## src/rtl/cache_wbuf_bridge_if.sv

```systemverilog
// Valid/ready memory bus shared by the cache RAM side and the main-memory side.
interface cache_wbuf_bridge_if #(
  parameter int WIDTH = 32
);
  logic             valid;
  logic             instr;
  logic [WIDTH-1:0] addr;
  logic [WIDTH-1:0] wdata;
  logic [3:0]       wstrb;
  logic             ready;
  logic [WIDTH-1:0] rdata;

  modport master (output valid, instr, addr, wdata, wstrb, input ready, rdata);
  modport slave  (input valid, instr, addr, wdata, wstrb, output ready, rdata);
endinterface

```

## src/rtl/cache_wbuf_bridge.sv

```systemverilog
// Posted-write buffer between the cache RAM port (up) and main memory (dn).
// Define WBUF_FORWARD_EN to let reads take data from the youngest full-word buffered write.
//   state | meaning
//   IDLE  | nothing outstanding downstream
//   DRAIN | head buffer entry presented to memory
//   READ  | upstream read presented to memory
//   RESP  | captured read data returned to the cache
module cache_wbuf_bridge #(
  parameter int WIDTH      = 32,
  parameter int DEPTH_BITS = 2
) (
  input  logic                clk,
  input  logic                resetn,
  cache_wbuf_bridge_if.slave  up,
  cache_wbuf_bridge_if.master dn,
  output logic [DEPTH_BITS:0] wbuf_count,
  output logic                wbuf_full
);
  localparam int                    DEPTH     = 1 << DEPTH_BITS;
  localparam logic [DEPTH_BITS:0]   DEPTH_CNT = (DEPTH_BITS+1)'(DEPTH);
  localparam logic [DEPTH_BITS:0]   CNT_ONE   = (DEPTH_BITS+1)'(1);
  localparam logic [DEPTH_BITS-1:0] PTR_ONE   = DEPTH_BITS'(1);

  typedef enum logic [1:0] {IDLE, DRAIN, READ, RESP} state_t;
  state_t state, state_nxt;

  logic [WIDTH-1:0]      fifo_addr [DEPTH];
  logic [WIDTH-1:0]      fifo_data [DEPTH];
  logic [3:0]            fifo_strb [DEPTH];
  logic [DEPTH_BITS-1:0] head, tail;
  logic [DEPTH_BITS:0]   count;

  logic             ready_q;
  logic [WIDTH-1:0] rdata_q;
  logic             mem_valid_q, mem_instr_q;
  logic [WIDTH-1:0] mem_addr_q, mem_wdata_q;
  logic [3:0]       mem_wstrb_q;

  logic             wr_acc, rd_req, rd_go, fwd_ok, fwd_take;
  logic [WIDTH-1:0] fwd_data;
  logic             load_drain, load_read, pop, capture;

  // ready_q doubles as "response pending": nothing new is accepted during the ack cycle
  assign wr_acc = up.valid && (up.wstrb != 4'b0000) && !ready_q && (count < DEPTH_CNT);
  assign rd_req = up.valid && (up.wstrb == 4'b0000) && !ready_q;
  assign rd_go  = rd_req && !fwd_ok;

`ifdef WBUF_FORWARD_EN
  logic [DEPTH_BITS-1:0] scan_idx;
  logic                  hit_any;
  logic [3:0]            hit_strb;

  // Scan oldest to youngest so the last match seen is the youngest one.
  always_comb begin
    scan_idx = head;
    hit_any  = 1'b0;
    hit_strb = 4'b0000;
    fwd_data = '0;
    for (int i = 0; i < DEPTH; i++) begin
      scan_idx = head + DEPTH_BITS'(i);
      if (((DEPTH_BITS+1)'(i) < count) &&
          (fifo_addr[scan_idx][WIDTH-1:2] == up.addr[WIDTH-1:2])) begin
        hit_any  = 1'b1;
        hit_strb = fifo_strb[scan_idx];
        fwd_data = fifo_data[scan_idx];
      end
    end
  end

  assign fwd_ok   = hit_any && (hit_strb == 4'b1111);
  assign fwd_take = rd_req && fwd_ok && ((state == IDLE) || (state == DRAIN));
`else
  assign fwd_ok   = 1'b0;
  assign fwd_take = 1'b0;
  assign fwd_data = '0;
`endif

  always_ff @(posedge clk or negedge resetn) begin
    if (!resetn) state <= IDLE;
    else         state <= state_nxt;
  end

  always_comb begin
    state_nxt  = state;
    load_drain = 1'b0;
    load_read  = 1'b0;
    pop        = 1'b0;
    capture    = 1'b0;
    case (state)
      IDLE: begin
        if (count != '0) begin
          state_nxt  = DRAIN;
          load_drain = 1'b1;
        end else if (rd_go) begin
          state_nxt = READ;
          load_read = 1'b1;
        end
      end
      DRAIN: begin
        if (dn.ready) begin
          pop       = 1'b1;
          state_nxt = IDLE;
        end
      end
      READ: begin
        if (dn.ready) begin
          capture   = 1'b1;
          state_nxt = RESP;
        end
      end
      RESP: state_nxt = IDLE;
      default: state_nxt = IDLE;
    endcase
  end

  always_ff @(posedge clk) begin
    if (wr_acc) begin
      fifo_addr[tail] <= up.addr;
      fifo_data[tail] <= up.wdata;
      fifo_strb[tail] <= up.wstrb;
    end
  end

  always_ff @(posedge clk or negedge resetn) begin
    if (!resetn) begin
      head        <= '0;
      tail        <= '0;
      count       <= '0;
      ready_q     <= 1'b0;
      rdata_q     <= '0;
      mem_valid_q <= 1'b0;
      mem_instr_q <= 1'b0;
      mem_addr_q  <= '0;
      mem_wdata_q <= '0;
      mem_wstrb_q <= 4'b0000;
    end else begin
      ready_q <= wr_acc || capture || fwd_take;
      if (wr_acc) tail <= tail + PTR_ONE;
      if (pop)    head <= head + PTR_ONE;
      if (wr_acc && !pop)      count <= count + CNT_ONE;
      else if (pop && !wr_acc) count <= count - CNT_ONE;
      if (capture)       rdata_q <= dn.rdata;
      else if (fwd_take) rdata_q <= fwd_data;
      if (load_drain) begin
        mem_valid_q <= 1'b1;
        mem_instr_q <= 1'b0;
        mem_addr_q  <= fifo_addr[head];
        mem_wdata_q <= fifo_data[head];
        mem_wstrb_q <= fifo_strb[head];
      end else if (load_read) begin
        mem_valid_q <= 1'b1;
        mem_instr_q <= up.instr;
        mem_addr_q  <= up.addr;
        mem_wdata_q <= up.wdata;
        mem_wstrb_q <= 4'b0000;
      end else if (dn.ready) begin
        mem_valid_q <= 1'b0;
      end
    end
  end

  assign up.ready   = ready_q;
  assign up.rdata   = rdata_q;
  assign dn.valid   = mem_valid_q;
  assign dn.instr   = mem_instr_q;
  assign dn.addr    = mem_addr_q;
  assign dn.wdata   = mem_wdata_q;
  assign dn.wstrb   = mem_wstrb_q;
  assign wbuf_count = count;
  assign wbuf_full  = (count == DEPTH_CNT);
endmodule
```

## src/flat_wrapper.sv

```systemverilog
// flat-port wrapper written by rule: the top's interface ports become plain ports
module cache_wbuf_bridge_flat 
#(
  parameter int WIDTH      = 32,
  parameter int DEPTH_BITS = 2
)
  (clk, resetn, wbuf_count, wbuf_full, up_valid, up_instr, up_addr, up_wdata, up_wstrb, up_ready, up_rdata, dn_valid, dn_instr, dn_addr, dn_wdata, dn_wstrb, dn_ready, dn_rdata);
  cache_wbuf_bridge_if #(.WIDTH(WIDTH)) up_i ();
  cache_wbuf_bridge_if #(.WIDTH(WIDTH)) dn_i ();
  input  logic clk;
  input  logic resetn;
  output logic [DEPTH_BITS:0] wbuf_count;
  output logic wbuf_full;
  input wire logic [$bits(up_i.valid)-1:0] up_valid;
  input wire logic [$bits(up_i.instr)-1:0] up_instr;
  input wire logic [$bits(up_i.addr)-1:0] up_addr;
  input wire logic [$bits(up_i.wdata)-1:0] up_wdata;
  input wire logic [$bits(up_i.wstrb)-1:0] up_wstrb;
  output wire logic [$bits(up_i.ready)-1:0] up_ready;
  output wire logic [$bits(up_i.rdata)-1:0] up_rdata;
  output wire logic [$bits(dn_i.valid)-1:0] dn_valid;
  output wire logic [$bits(dn_i.instr)-1:0] dn_instr;
  output wire logic [$bits(dn_i.addr)-1:0] dn_addr;
  output wire logic [$bits(dn_i.wdata)-1:0] dn_wdata;
  output wire logic [$bits(dn_i.wstrb)-1:0] dn_wstrb;
  input wire logic [$bits(dn_i.ready)-1:0] dn_ready;
  input wire logic [$bits(dn_i.rdata)-1:0] dn_rdata;
  assign up_i.valid = up_valid;
  assign up_i.instr = up_instr;
  assign up_i.addr = up_addr;
  assign up_i.wdata = up_wdata;
  assign up_i.wstrb = up_wstrb;
  assign up_ready = up_i.ready;
  assign up_rdata = up_i.rdata;
  assign dn_valid = dn_i.valid;
  assign dn_instr = dn_i.instr;
  assign dn_addr = dn_i.addr;
  assign dn_wdata = dn_i.wdata;
  assign dn_wstrb = dn_i.wstrb;
  assign dn_i.ready = dn_ready;
  assign dn_i.rdata = dn_rdata;
  cache_wbuf_bridge #(.WIDTH(WIDTH), .DEPTH_BITS(DEPTH_BITS)) u_core (.clk(clk), .resetn(resetn), .up(up_i), .dn(dn_i), .wbuf_count(wbuf_count), .wbuf_full(wbuf_full));
endmodule
```

## config.mk

```make
export PLATFORM = sky130hd
export DESIGN_NAME = cache_wbuf_bridge_flat
export DESIGN_NICKNAME = d
export VERILOG_FILES = /design/src/rtl/cache_wbuf_bridge_if.sv /design/src/rtl/cache_wbuf_bridge.sv /design/src/flat_wrapper.sv
export SDC_FILE = /design/constraint.sdc
export NUM_CORES = 1
export LEC_CHECK = 0
export BUFFER_PORTS_ARGS = -buffer_cell sky130_fd_sc_hd__clkbuf_2
export CAP_MARGIN = 25
export CELL_PAD_IN_SITES_DETAIL_PLACEMENT = 0
export CELL_PAD_IN_SITES_GLOBAL_PLACEMENT = 1
export CORE_UTILIZATION = 45
export DETAILED_ROUTE_END_ITERATION = 7
export GPL_TIMING_DRIVEN = 1
export PLACE_DENSITY = 0.77
export SETUP_SLACK_MARGIN = 0.02
export SYNTH_ARGS = -nofsm -noshare
export SYNTH_HDL_FRONTEND = slang
export SYNTH_SLANG_ARGS = --single-unit
```

## constraint.sdc

```tcl
create_clock -name clk -period 6.9 [get_ports clk]
set_input_delay 1.725 -clock clk [delete_from_list [all_inputs] [get_ports clk]]
set_output_delay 1.725 -clock clk [all_outputs]
set_load 0.005 [all_outputs]
```

### Yosys cells after proc, flatten, opt, wreduce, memory -nomap -nowiden

Memory sizes are Yosys's and may differ from the RTL's.
Cells that the tools add are included.
Widths: inputs -> output; s select.

* register bits after elaboration: 112
* RAM bits: 272
* bits of input ports: 105
* output and inout port bits: 107
* logic and storage cells: 73
* memories: 3

* $add $sub $neg: 4
* magnitude comparators: 1
* equal/unequal tests: 7
* mux-type cells: 28
* reduce and logical (&&, ||, !) cells: 19

Memories
* u_core.fifo_addr: depth 4, width 32, rd ports 1, clocked after memory_dff 0, wr ports 1, line cache_wbuf_bridge.sv:27 `logic [WIDTH-1:0] fifo_addr [DEPTH];`
* u_core.fifo_data: depth 4, width 32, rd ports 1, clocked after memory_dff 0, wr ports 1, line cache_wbuf_bridge.sv:28 `logic [WIDTH-1:0] fifo_data [DEPTH];`
* u_core.fifo_strb: depth 4, width 4, rd ports 1, clocked after memory_dff 0, wr ports 1, line cache_wbuf_bridge.sv:29 `logic [3:0] fifo_strb [DEPTH];`

Operators by type and width (number)
* $mux 32: 4
* $mux 1: 15
* $mux 2: 4
* $mux 4: 2
* $pmux 2 s4: 1
* $logic_and 1x1->1: 7
* $mux 3: 2
* $reduce_bool 3->1: 2
* $add 2x1->2 const B: 2
* $eq 2x2->1 const B: 2
* $logic_not 4->1: 1
* $ne 2x2->1 const B: 2
* $reduce_bool 2->1: 2
* $reduce_bool 4->1: 1
* $add 3x1->3 const B: 1
* $eq 3x3->1 const B: 1
* $logic_not 1->1: 3
* $lt 3x3->1 const B: 1
* $ne 3x1->1 const B: 1
* $reduce_and 3->1: 1
* $sub 3x1->3 const B: 1
* $eq 2x1->1 const B: 1
* $logic_not 2->1: 1
* $logic_or 1x1->1: 1

### Longest topological paths before layout

* word-level depth: 8
* mapped depth: 8
* depth with buffers taken out: 8

### Worst setup path before layout

No wires, ideal clock.

* path type: input -> register
* from: input up_valid
* to: memory u_core.fifo_addr[0][0] (enable)
* library setup time: 433 ps
* data arrival time: 3866 ps
* data required time: 6467 ps
* setup slack: 2601 ps
* stages: 3
* buffers on the path: 0
* cell sequence: nor2b_1 > nor3b_2 > and2_1

* word-level cells in the longest chain between the ends: 5

RTL lines
* from (decl): line flat_wrapper.sv:14 `input wire logic [$bits(up_i.valid)-1:0] up_valid;`
* $logic_and 1x1->1 (3 in series): line cache_wbuf_bridge.sv:44 `assign wr_acc = up.valid && (up.wstrb != 4'b0000) && !ready_q && (count < DEPTH_CNT);`
* via u_core.wr_acc: line cache_wbuf_bridge.sv:39 `logic wr_acc, rd_req, rd_go, fwd_ok, fwd_take;`
* $mux 1: line cache_wbuf_bridge.sv:117 `if (wr_acc) begin`
* $mux 1 (implied by the code): line cache_wbuf_bridge.sv:118 `fifo_addr[tail] <= up.addr;`
* to (decl): line cache_wbuf_bridge.sv:27

The timed path passes the listed nets, and every way through them passes these cells.

### Worst setup path in the final report

* from: input up_wstrb[1]
* to: register u_core.mem_addr_q[9] (netlist: u_core.dn.addr[9])

* word-level cells in the longest chain between the ends: 7

RTL lines
* from (decl): line flat_wrapper.sv:18 `input wire logic [$bits(up_i.wstrb)-1:0] up_wstrb;`
* $logic_not 4->1: line cache_wbuf_bridge.sv:45 `assign rd_req = up.valid && (up.wstrb == 4'b0000) && !ready_q;`
* $logic_and 1x1->1 (2 in series): line cache_wbuf_bridge.sv:45
* $mux 1: line cache_wbuf_bridge.sv:94 `end else if (rd_go) begin`
* $mux 1: line cache_wbuf_bridge.sv:91 `if (count != '0) begin`
* $mux 1: line cache_wbuf_bridge.sv:89 `case (state)`
* $reduce_bool 2->1 (no source line)
* to (signal assigned): line cache_wbuf_bridge.sv:147 `mem_addr_q <= fifo_addr[head];`
* to (signal assigned): line cache_wbuf_bridge.sv:153 `mem_addr_q <= up.addr;`
* to (decl): line cache_wbuf_bridge.sv:36 `logic [WIDTH-1:0] mem_addr_q, mem_wdata_q;`

Every way passes these cells.
A chain may end at the register's enable or synchronous reset.

==> results.toml <==
[logic_synthesis]
synth_most_common_cell = "edfxtp_1"
synth_area_um2 = 15030
syn_avg_cell_area_um2 = 17.44
synth_common_cells = "272 x edfxtp_1, 112 x dfrtp_1, 68 x mux4_2"
async_flop_share_pct = 29.17
yosys_warnings = 0
seq_area_frac_synth_pct = 72.99
ys_ff_latch = 384
synth_flop_cell = "edfxtp_1"
yosysTopAreaCellShare_pct = 54.35
ys_top_cells_by_area = "edfxtp_1 54%, dfrtp_1 19%, mux4_2 10%, a31oi_1 2.7%, mux2_2 2.5%"
synth_cell_types = 37
synth_edf_count = 272
syn-num-nets = 973
synth_area_leader_cell = "edfxtp_1"
synthCells = 862

[layout]
area_growth_pct = 18.32
final_util_pct = 54.38
drive_above_1_share_pct = 36.71
num-nets-final = 1169

[pwr]
p_sw_share_pct = 28.92
static-leakage-power_nw = 6.459
ir_drop_uv = 212.5
comb_power_share_pct = 24.6
p_seq_share_pct = 45.9
clockPowerShare_pct = 29.5
p_per_area_nw_per_um2 = 397.2
p_sw_mw = 2.042
p_int_mw = 5.021

[clock_network]
holdBufCountCts = 0
numCtsBuffers = 39
htreeDepth = 2
cts_root_buf = "clkbuf_16"
cts_resized = 0
clock-sinks = 384
cts_tree = "built"
clockBufferDepth = 3
clock_latency_ps = 530
post_cts_buffers = 0
clk_pin_slew_worst_paths_ps = 60

[routing]
drt_first_pass_iters = 5
drt-total-wl_mm = 32.65
wire_per_inst_um = 21.31
wl_met3_mm = 1.962
wl_met1_mm = 14.00
vias = 8548
drc_errors = 0
routed.top_layer = "met4"
drt_iter0_drc = 573
dr_wl_met2_mm = 15.85
ant_nets = 0
viasPerCell = 5.580

[setup_path]
endpoint = "u_core.dn.addr[9]"
r2r_cells = 5
crit_arrival_ps = 3650
regToRegEndpoint = "u_core.dn.addr[13]"
startpoint = "up_wstrb[1]"
reg2reg_slack_ps = 4060
cp.required_ps = 7270
critPathCaptureType = "flop"
worst_setup_path_start_kind = "primary input"
cpMaxStageDelayCell = "or4_2"
slowest_delay_ps = 970
crit_type = "in -> reg"
r2r-start = "u_core.wbuf_count[0]"
cp_cell_sequence = "clkbuf_2 > or4_2 > buf_4 > o21ai_0 > a31oi_1"
worst-path-max-fanout = 45

[sta]
hold_viol = 0
fin_crit_sh_pct = 47.51
worst_pin_slew_ps = 1063
slew_headroom_pct = 29.14
finalMaxSlewViolations = 0
rsz0062_at_grt = "false"
setup_viol = 0
finalClockSkew_ps = 14.52
final.setup.worst_slack_ps = 3622
max_freq_ghz = 0.3050
setup_tns_ps = 0
min_period_ps = 3278

[placed_design]
port_buffers = 211
place_ws_ps = 3047
detailed_place_hpwl_mm = 18.57
routabilityCongestion = 0.7020

[grt]
grt_pass1_vias = 8682
overflow = 0
grt_max_degree = 70
grt_usage_pct = 19.62
grt_pass1_wl_mm = 50.81
antenna_found_initial = 3

[floorplanning]
die_area_um2 = 34130
io_pins = 212
die_y_um = 184.8
fp.dieW_um = 184.8
core_um2 = 32700
start_util_pct = 45.96
num_rows = 66

[flow_run]
cap_violations = 0

[min_path]
min_path_type = "reg -> reg"

[outcome]
outcome = "finished, final reports clean"
## sequential cells by signal, indices dropped and copies added (netlist names)
register and cells:
u_core.dn.wstrb 4, u_core.fifo_data 128, u_core.head 2, u_core.tail 2, u_core.fifo_addr 128, u_core.dn.instr 1, u_core.dn.valid 1, u_core.up.ready 1
u_core.wbuf_count 3, u_core.dn.wdata 32, u_core.up.rdata 32, u_core.state 2, u_core.dn.addr 32, u_core.fifo_strb 16
## per-stage QoR
step | power [mW] | area (um2) | hold WS [ps] | instances
after floorplan | 4.379 | 15030 | 489.7 | 862
after global placement | 4.991 | 16370 | 486.9 | 1453
after detailed placement | 5.032 | 16380 | 492.0 | 1454
after CTS | 7.118 | 17650 | 505.6 | 1524
after global routing | 7.423 | 17780 | 510.6 | 1531
final | 7.063 | 17780 | 501.2 | 1532
## kinds of logic after synthesis
| family | synth area share, % |
|---|---|
| muxes | 12.74 |
| xor gates and xnor gates | 0.3496 |
| DFF | 72.99 |
| AOI/OAI and AO/OA | 5.286 |
| buffers and inverters | 2.572 |
| adders and majority gates | 0.5495 |
| and+or+nand+nor | 5.511 |
## worst max-delay path: cells and delay by family
kind / cells / cell delay [ps]
simple gates: 1 / 970
compound gates: 2 / 360
buf+inv: 2 / 560
## layout by cell type, fill, tap and decap left out, types with 2 or more instances in the layout
master	Yosys	layout
nand3b_1	2	2
xnor2_1	4	4
mux2_2	34	34
nor2b_1	2	2
a22o_1	4	4
ha_1	5	5
clkbuf_16	0	39
and2_4	0	4
clkbuf_2	6	210
clkbuf_8	0	5
buf_4	4	8
a31oi_1	65	65
clkinv_1	0	7
dfrtp_1	112	110
clkinvlp_4	0	2
xor2_1	2	2
o21ai_0	16	16
bufinv_16	0	4
inv_1	4	4
clkbuf_1	26	5
dfrtp_4	0	2
buf_16	0	3
mux4_2	68	68
buf_12	0	2
o21ai_1	50	50
nand3_1	65	65
nor2_1	4	4
diode_2	0	3
nor3_1	64	64
buf_6	7	2
clkinv_2	0	7
edfxtp_1	272	272
## cell type report
class / count / area, um2
clock buffers: 49 / 1064
fillers: 2637 / 14920
flip-flops and latches: 384 / 10980
inverters: 4 / 15.01
well taps: 442 / 553.0
clock inverters: 21 / 205.2
diodes: 3 / 7.507
repair buffers: 225 / 1256
multi-input cells: 404 / 3704
## power groups by stage
| stage | Combinational [mW] | Sequential, mW | Clock (mW) |
|---|---|---|---|
| after floorplan | 1.24 | 3.14 | 0 |
| after global placement | 1.65 | 3.34 | 0 |
| after detailed placement | 1.68 | 3.35 | 0 |
| after CTS | 1.68 | 3.31 | 2.12 |
| after global routing | 1.91 | 3.30 | 2.21 |
| final | 1.74 | 3.25 | 2.08 |
## per-layer routing
metal | up-vias | global-route usage (%)
li1 | 3840 | -
met1 | 4372 | 27.00
met2 | 282 | 31.71
met3 | 54 | 3.161
met4 | 0 | 7.207
met5 | - | 0
## worst min path at each step
stage | from | to | slack (ps) | depth (start not counted)
global placement | u_core.up.rdata[13] | u_core.up.rdata[13] | 490 | 1
CTS | u_core.up.rdata[6] | u_core.up.rdata[6] | 510 | 1
finish | u_core.up.rdata[26] | u_core.up.rdata[26] | 500 | 1
global route | u_core.up.rdata[1] | u_core.up.rdata[1] | 510 | 1
floorplan | u_core.dn.wstrb[2] | u_core.dn.wstrb[2] | 490 | 1
detailed placement | u_core.up.rdata[6] | u_core.up.rdata[6] | 490 | 1
No activity file was read; power rests on OpenSTA's default activity.
